**src/rtl/vga_console_writer.sv**
```systemverilog
// Character-stream writer for the VGA text console frame buffer (port A only).
// Tracks the cursor, interprets CR/LF/BS/FF, and scrolls by copying rows up one line.
module vga_console_writer #(
  parameter int COLS       = 80,
  parameter int ROWS       = 30,
  parameter int ADDR_WIDTH = 12,
  parameter int DATA_WIDTH = 8
) (
  input  logic                     clk,
  input  logic                     reset,
  input  logic                     char_valid,
  input  logic [DATA_WIDTH-1:0]    char_data,
  output logic                     char_ready,
  output logic                     ram_we,
  output logic [ADDR_WIDTH-1:0]    ram_addr,
  output logic [DATA_WIDTH-1:0]    ram_din,
  input  logic [DATA_WIDTH-1:0]    ram_dout,
  output logic [$clog2(ROWS)-1:0]  cursor_row,
  output logic [$clog2(COLS)-1:0]  cursor_col,
  output logic                     busy
);
  localparam int RW = $clog2(ROWS);
  localparam int CW = $clog2(COLS);
  localparam logic [ADDR_WIDTH-1:0] COLS_A        = ADDR_WIDTH'(COLS);
  localparam logic [ADDR_WIDTH-1:0] LAST_ADDR     = ADDR_WIDTH'(ROWS*COLS-1);
  localparam logic [ADDR_WIDTH-1:0] LAST_ROW_BASE = ADDR_WIDTH'((ROWS-1)*COLS);
  localparam logic [DATA_WIDTH-1:0] CH_SPACE = DATA_WIDTH'(8'h20);
  localparam logic [DATA_WIDTH-1:0] CH_TILDE = DATA_WIDTH'(8'h7E);
  localparam logic [DATA_WIDTH-1:0] CH_BS    = DATA_WIDTH'(8'h08);
  localparam logic [DATA_WIDTH-1:0] CH_LF    = DATA_WIDTH'(8'h0A);
  localparam logic [DATA_WIDTH-1:0] CH_FF    = DATA_WIDTH'(8'h0C);
  localparam logic [DATA_WIDTH-1:0] CH_CR    = DATA_WIDTH'(8'h0D);

  typedef enum logic [2:0] {IDLE, SCROLL_RD, SCROLL_WR, CLEAR_ROW, CLEAR_ALL} state_t;

  state_t                  state_reg;
  logic                    scroll_pend_reg;
  logic                    ram_we_reg;
  logic [ADDR_WIDTH-1:0]   ram_addr_reg;
  logic [ADDR_WIDTH-1:0]   src_reg;
  logic [DATA_WIDTH-1:0]   ram_din_reg;
  logic [RW-1:0]           row_reg;
  logic [CW-1:0]           col_reg;

  logic                    accept;
  logic                    printable;
  logic                    col_last;
  logic                    row_last;
  logic [ADDR_WIDTH-1:0]   cursor_addr;

  // A printable byte that wraps off the last row still needs its own write
  // cycle, so the scroll is held pending for one cycle behind it.
  assign char_ready  = (state_reg == IDLE) && !scroll_pend_reg && !reset;
  assign accept      = char_valid && char_ready;
  assign printable   = (char_data >= CH_SPACE) && (char_data <= CH_TILDE);
  assign col_last    = (col_reg == CW'(COLS-1));
  assign row_last    = (row_reg == RW'(ROWS-1));
  assign cursor_addr = ADDR_WIDTH'(row_reg) * COLS_A + ADDR_WIDTH'(col_reg);

  assign busy       = (state_reg != IDLE) || scroll_pend_reg;
  assign ram_we     = ram_we_reg;
  assign ram_addr   = ram_addr_reg;
  assign ram_din    = (state_reg == SCROLL_WR) ? ram_dout : ram_din_reg;
  assign cursor_row = row_reg;
  assign cursor_col = col_reg;

  always_ff @(posedge clk) begin
    if (reset) begin
      state_reg       <= IDLE;
      scroll_pend_reg <= 1'b0;
      ram_we_reg      <= 1'b0;
      ram_addr_reg    <= '0;
      ram_din_reg     <= '0;
      src_reg         <= '0;
      row_reg         <= '0;
      col_reg         <= '0;
    end else begin
      case (state_reg)
        IDLE: begin
          ram_we_reg <= 1'b0;
          if (scroll_pend_reg) begin
            scroll_pend_reg <= 1'b0;
            state_reg       <= SCROLL_RD;
            ram_addr_reg    <= COLS_A;
            src_reg         <= COLS_A;
          end else if (accept) begin
            if (printable) begin
              ram_we_reg   <= 1'b1;
              ram_addr_reg <= cursor_addr;
              ram_din_reg  <= char_data;
              if (col_last) begin
                col_reg <= '0;
                if (row_last) scroll_pend_reg <= 1'b1;
                else          row_reg <= row_reg + RW'(1);
              end else begin
                col_reg <= col_reg + CW'(1);
              end
            end else if (char_data == CH_LF) begin
              col_reg <= '0;
              if (row_last) begin
                state_reg    <= SCROLL_RD;
                ram_addr_reg <= COLS_A;
                src_reg      <= COLS_A;
              end else begin
                row_reg <= row_reg + RW'(1);
              end
            end else if (char_data == CH_CR) begin
              col_reg <= '0;
            end else if (char_data == CH_BS) begin
              if (col_reg != '0) begin
                col_reg      <= col_reg - CW'(1);
                ram_we_reg   <= 1'b1;
                ram_addr_reg <= cursor_addr - ADDR_WIDTH'(1);
                ram_din_reg  <= CH_SPACE;
              end
            end else if (char_data == CH_FF) begin
              state_reg    <= CLEAR_ALL;
              row_reg      <= '0;
              col_reg      <= '0;
              ram_we_reg   <= 1'b1;
              ram_addr_reg <= '0;
              ram_din_reg  <= CH_SPACE;
            end
          end
        end
        SCROLL_RD: begin
          state_reg    <= SCROLL_WR;
          ram_we_reg   <= 1'b1;
          ram_addr_reg <= src_reg - COLS_A;
        end
        SCROLL_WR: begin
          src_reg <= src_reg + ADDR_WIDTH'(1);
          if (src_reg == LAST_ADDR) begin
            state_reg    <= CLEAR_ROW;
            ram_we_reg   <= 1'b1;
            ram_addr_reg <= LAST_ROW_BASE;
            ram_din_reg  <= CH_SPACE;
          end else begin
            state_reg    <= SCROLL_RD;
            ram_we_reg   <= 1'b0;
            ram_addr_reg <= src_reg + ADDR_WIDTH'(1);
          end
        end
        CLEAR_ROW, CLEAR_ALL: begin
          // Both clears run up to the last cell of the screen.
          if (ram_addr_reg == LAST_ADDR) begin
            state_reg  <= IDLE;
            ram_we_reg <= 1'b0;
          end else begin
            ram_addr_reg <= ram_addr_reg + ADDR_WIDTH'(1);
          end
        end
        default: begin
          state_reg  <= IDLE;
          ram_we_reg <= 1'b0;
        end
      endcase
    end
  end
endmodule
```
**config.mk**
```make
export PLATFORM = sky130hd
export DESIGN_NAME = vga_console_writer
export DESIGN_NICKNAME = d
export VERILOG_FILES = /design/src/rtl/vga_console_writer.sv
export SDC_FILE = /design/constraint.sdc
export NUM_CORES = 1
export LEC_CHECK = 0
export BUFFER_PORTS_ARGS = -buffer_cell sky130_fd_sc_hd__buf_2
export CORE_ASPECT_RATIO = 1.2
export CORE_MARGIN = 2
export CORE_UTILIZATION = 30
export CTS_BUF_LIST = sky130_fd_sc_hd__clkbuf_8
export DETAILED_ROUTE_END_ITERATION = 10
export SLEW_MARGIN = 20
export SYNTH_ARGS = -nofsm -noshare
export SYNTH_HDL_FRONTEND = slang
export SYNTH_SLANG_ARGS = --single-unit
```
**constraint.sdc**
```tcl
create_clock -name clk -period 4.15 [get_ports clk]
set_input_delay 0.83 -clock clk [delete_from_list [all_inputs] [get_ports clk]]
set_output_delay 0.83 -clock clk [all_outputs]
set_load 0.05 [all_outputs]
```
* Word-level counts from Yosys, hierarchy flattened
Cells that the tools add are included.
Storage, ports and cells: bits in registers 49, output and inout bits 35, word-level logic and storage cells 147, bits of input ports 19
Cells by class: multiply operators 1, $add $sub $neg 8, equality and inequality tests 37, reduce and logical (&&, ||, !) cells 21, order comparisons 2, bitwise operators 1, mux-type cells 69
Operators by type and width (number):
- $mux 12 | 15
- $mux 8 | 10
- $mux 7 | 7
- $pmux 12 s4 | 1
- $mux 5 | 7
- $eq 8x4->1 const B | 4
- $mux 3 | 9
- $add 12x1->12 const B | 2
- $eq 12x12->1 const B | 2
- $pmux 12 s2 | 1
- $ne 3x3->1 const B | 7
- $reduce_and 7->1 | 3
- $pmux 8 s2 | 1
- $mux 1 | 15
- $add 12x7->12 | 1
- $ne 4x4->1 const B | 3
- $pmux 3 s4 | 1
- $sub 12x1->12 const B | 1
- $sub 12x7->12 const B | 1
- $ne 5x5->1 const B | 2
- $reduce_and 5->1 | 2
- $ge 8x6->1 const B | 1
- $le 8x7->1 const B | 1
- $mul 5x3->8 const B | 1
- other kinds (30) | 41

* Depth between registers and ports, before layout
word-level depth 11, gate-level depth with buffers 11, mapped depth without buffers 10

* Least setup slack after synthesis
OpenSTA, ideal clock, no wires.
path type register to register, from reg row_reg[3], in the netlist cursor_row[3], to reg ram_addr_reg[11], in the netlist ram_addr[11], data required time 4080 ps, buffers on the path 0, setup time 70 ps, arrival 3192 ps, slack 888 ps, clock period less this slack 3262 ps, cell stages (with the launch flop) 11, cells stage by stage dfxtp_1 > ha_1 > ha_1 > fa_1 > nand2_1 > o21bai_1 > o41ai_1 > o21bai_1 > o311ai_0 > a211o_1 > a21oi_1
On the way: longest elaborated chain between the ends 11, elaborated cells between the ends (all ways) 14, those cells by class add/sub (2); mul (1); eq/ne (2); mux (8); reduce/logical (1)
RTL lines:
- start: declaration | line 42 | logic [RW-1:0] row_reg;
- start signal: assignment | line 94 | else row_reg <= row_reg + RW'(1);
- start signal: assignment | line 105 | row_reg <= row_reg + RW'(1);
- $mul 5x3->8 | line 58 | assign cursor_addr = ADDR_WIDTH'(row_reg) * COLS_A + ADDR_WIDTH'(col_reg);
- $add 12x7->12 | line 58
- $sub 12x1->12 | line 113 | ram_addr_reg <= cursor_addr - ADDR_WIDTH'(1);
- $mux 12 | line 110 | if (col_reg != '0) begin
- $mux 12 | line 109 | end else if (char_data == CH_BS) begin
- $mux 12 | line 107 | end else if (char_data == CH_CR) begin
- $mux 12 | line 98 | end else if (char_data == CH_LF) begin
- $mux 12 | line 87 | if (printable) begin
- $mux 12 | line 86 | end else if (accept) begin
- $mux 12 | line 81 | if (scroll_pend_reg) begin
- $pmux 12 s4 | line 78 | case (state_reg)
- end signal: assignment | line 89 | ram_addr_reg <= cursor_addr;
- end signal: assignment | line 113
- end signal: assignment | line 129 | ram_addr_reg <= src_reg - COLS_A;
- end: declaration | line 39 | logic [ADDR_WIDTH-1:0] ram_addr_reg;
Several ways; a longest one is shown, not always the timed one. The select of a mux whose other input is x is not followed. A chain may end at the register's enable or synchronous reset.

* Worst setup path after layout
from reg row_reg[1], in the netlist cursor_row[1], to reg ram_addr_reg[11], in the netlist ram_addr[11]
Same word-level chain as after synthesis.

==> reports/qor.txt <==
status: completed
Post-Synth Simple-Gate Area: 30.37%
H-tree depth: 2
max cap viols: 0
sequential element share of the synthesized area: 23.23%
Post-Synthesis Mean Instance Area: 7.109 sq um
Final Wtd Congestion: 0.9082
Nets: 667
FMAX: 300.0 MHz
die height: 134.0 um
EDFF count, synth: 0
vias per cell: 5.813
Post-Syn Nets: 635
Hold Vio Cnt, Final: 0
Primary FF master, synth: dfxtp_1
Net Sw Power: 0.4264 mW
Power Density: 263.4 nW/um^2
Routed WL per cell: 16.44 um
CTS resizes: 0
DRC violations left: 0
Iter 0 DRT Violations: 280
clock sink count: 49
RSZ-0062 raised after global routing: no
Setup Viol. Count Final: 0
Sw Share: 34.17%
Compound-Gate Fraction of Synth Area: 29.36%
initial antenna violation count: 0
Tot GR Track Use: 17.00%
clk buf depth: 2
die width: 112.3 um
wl on met1: 5629 um
largest net degree at the start of global routing: 52
placed instance count: 790
Setup TNS: 0 ns
leakage: 1.830 nW
VDD IR max: 0.0001354 V
top layer used by detailed routing: met4
clock transition at the registers of the reported paths: 0.10 ns
synthesis-stage register bit count: 49
Congestion Overflow GR: 0
CTS root buffer: clkbuf_8
fin crit share: 80.33%
max-slew violations: 0
TritonRoute pass-1 iters: 4
internal power: 0.8215 mW
hold buffer count at cts: 0
Clock Skew: 0.01919 ns
synthesized area: 4223 sq um
global-route wire length before repair: 21280 um
vias in the first global route: 4377
share of the synthesized area in the top cell type: 23.23%
row count: 47
startpoint type of the worst setup path: flop
Ys Warns: 0
Post-Synthesis Cells: 594
post-synthesis xor/xnor area fraction: 4.148%
Least-Margin Pin Slew: 1.037 ns
Area Overhead vs Synth: 12.18%
Worst Hold Class: reg -> reg
Worst setup EP type: flop
Comb pwr share: 24.4%
Initial Util: 30.69%
fin util: 34.42%
Die Area: 15040 sq um
Routed WL: 13120 um
clock latency on the worst-skew pair: 0.33 ns
post-synthesis mux area share: 1.007%
sequential fraction of design power: 41.5%
share of cells above drive strength 1: 13.08%
Detail Route Antenna Nets: 0
largest family of logic cells by synthesized area: simple AND/OR/NAND/NOR gates
DR WL met2: 6583 um
port bufs: 53
routed length on met3: 597 um
clock network fraction of total power: 34.1%
critical path type: reg -> reg
ANT cells: 0
min cycle time layout: 3.334 ns
CTS tree: yes
cell taking the most area after synthesis: dfxtp_1
top post-synthesis cells by area: dfxtp_1 (23%), nand2_1 (6.6%), a21oi_1 (5.9%)
core area: 13760 sq um
CP arrival: 3.58 ns
post-synth cell types: 70
worst-path fanout max: 7
Crit path required time: 4.40 ns
Top Ports: 54
Via Count: 4639
Worst slew margin: 30.85%
Inserted Clock Buffers: 5
hpwl dp: 9876 um
Post-synth ARST share: 0%
Post-CTS Setup Repair Bufs: 0
worst hold slack: 0.4639 ns
Post-Layout Cell Count: 798
Synth Area in Adders: 6.874%
layer usage:
metal / vias up / track usage, %
met5: - / 0
met4: 0 / 6.030
met3: 29 / 2.305
met2: 162 / 30.39
met1: 2187 / 20.83
li1: 2261 / -
critical path: stages, from the launching register on:
cell and delay, ns:
dfxtp_1 0.47, ha_1 0.30, ha_1 0.22, fa_1 0.52
nand2_1 0.07, o21bai_1 0.20, o41ai_1 0.68, o21bai_1 0.20
o311ai_0 0.15, a211o_1 0.32, a21oi_1 0.12
final cells by class:
type / instances / area, sq um
repair buffers: 60 / 317.8
clock buffers: 5 / 68.82
multi-input cells: 494 / 3030
fillers: 1517 / 9024
clock inverters: 3 / 65.06
flip-flops and latches: 49 / 980.9
well taps: 171 / 214.0
inverters: 16 / 60.06
logic make-up (layout without fill, tap and decap cells):
logic type / after synthesis / in the layout
simple gates: 258 / 258
compound gates: 190 / 190
buf+inv: 51 / 84
flops: 49 / 49
fa+ha+maj: 22 / 22
xor+xnor: 20 / 20
mux: 4 / 4
power by group through the flow:
stage                     combinational [mW]  clock, mW  sequential (mW)
final                                  0.304      0.425            0.518
after detailed placement               0.303          0            0.529
after floorplan                        0.186          0            0.563
after global placement                 0.301          0            0.529
after global routing                   0.330      0.452            0.522
after CTS                              0.305      0.436            0.518
worst paths after layout:
path / from / end / slack [ns] / depth (start not counted)
min: ram_din_reg[6]$_SDFFE_PP0P_ / ram_din_reg[6]$_SDFFE_PP0P_ / 0.46 / 2
min reg2reg: ram_din_reg[6]$_SDFFE_PP0P_ / ram_din_reg[6]$_SDFFE_PP0P_ / 0.46 / 2
max reg2reg: cursor_row[1]$_SDFFE_PP0P_ / ram_addr[11]$_SDFFE_PP0P_ / 0.82 / 10
max: cursor_row[1]$_SDFFE_PP0P_ / ram_addr[11]$_SDFFE_PP0P_ / 0.82 / 10
cells in the final DEF, fill, tap and decap left out, types with 10 or more instances in the layout:
cell	n
nand2b_1	10
nor2_1	62
nor3_1	20
xnor2_1	12
a21oi_1	50
dfxtp_1	49
nand3_1	28
o21ai_0	47
ha_1	20
buf_2	53
o211ai_1	10
nor2b_1	10
inv_1	16
nand2_1	74
per-stage QoR:
| stage | instance area, sq um | total power, mW | setup WS (ns) |
|---|---|---|---|
| after detailed placement | 4603 | 0.8319 | 0.8618 |
| after CTS | 4737 | 1.259 | 0.8303 |
| final | 4737 | 1.248 | 0.8165 |
| after global placement | 4603 | 0.8302 | 0.9389 |
| after global routing | 4737 | 1.304 | 0.6213 |
| after floorplan | 4223 | 0.7494 | 0.8880 |
cell usage after synthesis, drive strengths merged (12+ instances only):
cell type / n
o21ai: 49
nor3: 22
dfxtp: 49
inv: 16
clkbuf: 28
ha: 20
nor2: 62
a21oi: 51
nand2: 74
xnor2: 12
nand3: 28
Power figures use the tool's default switching activity.
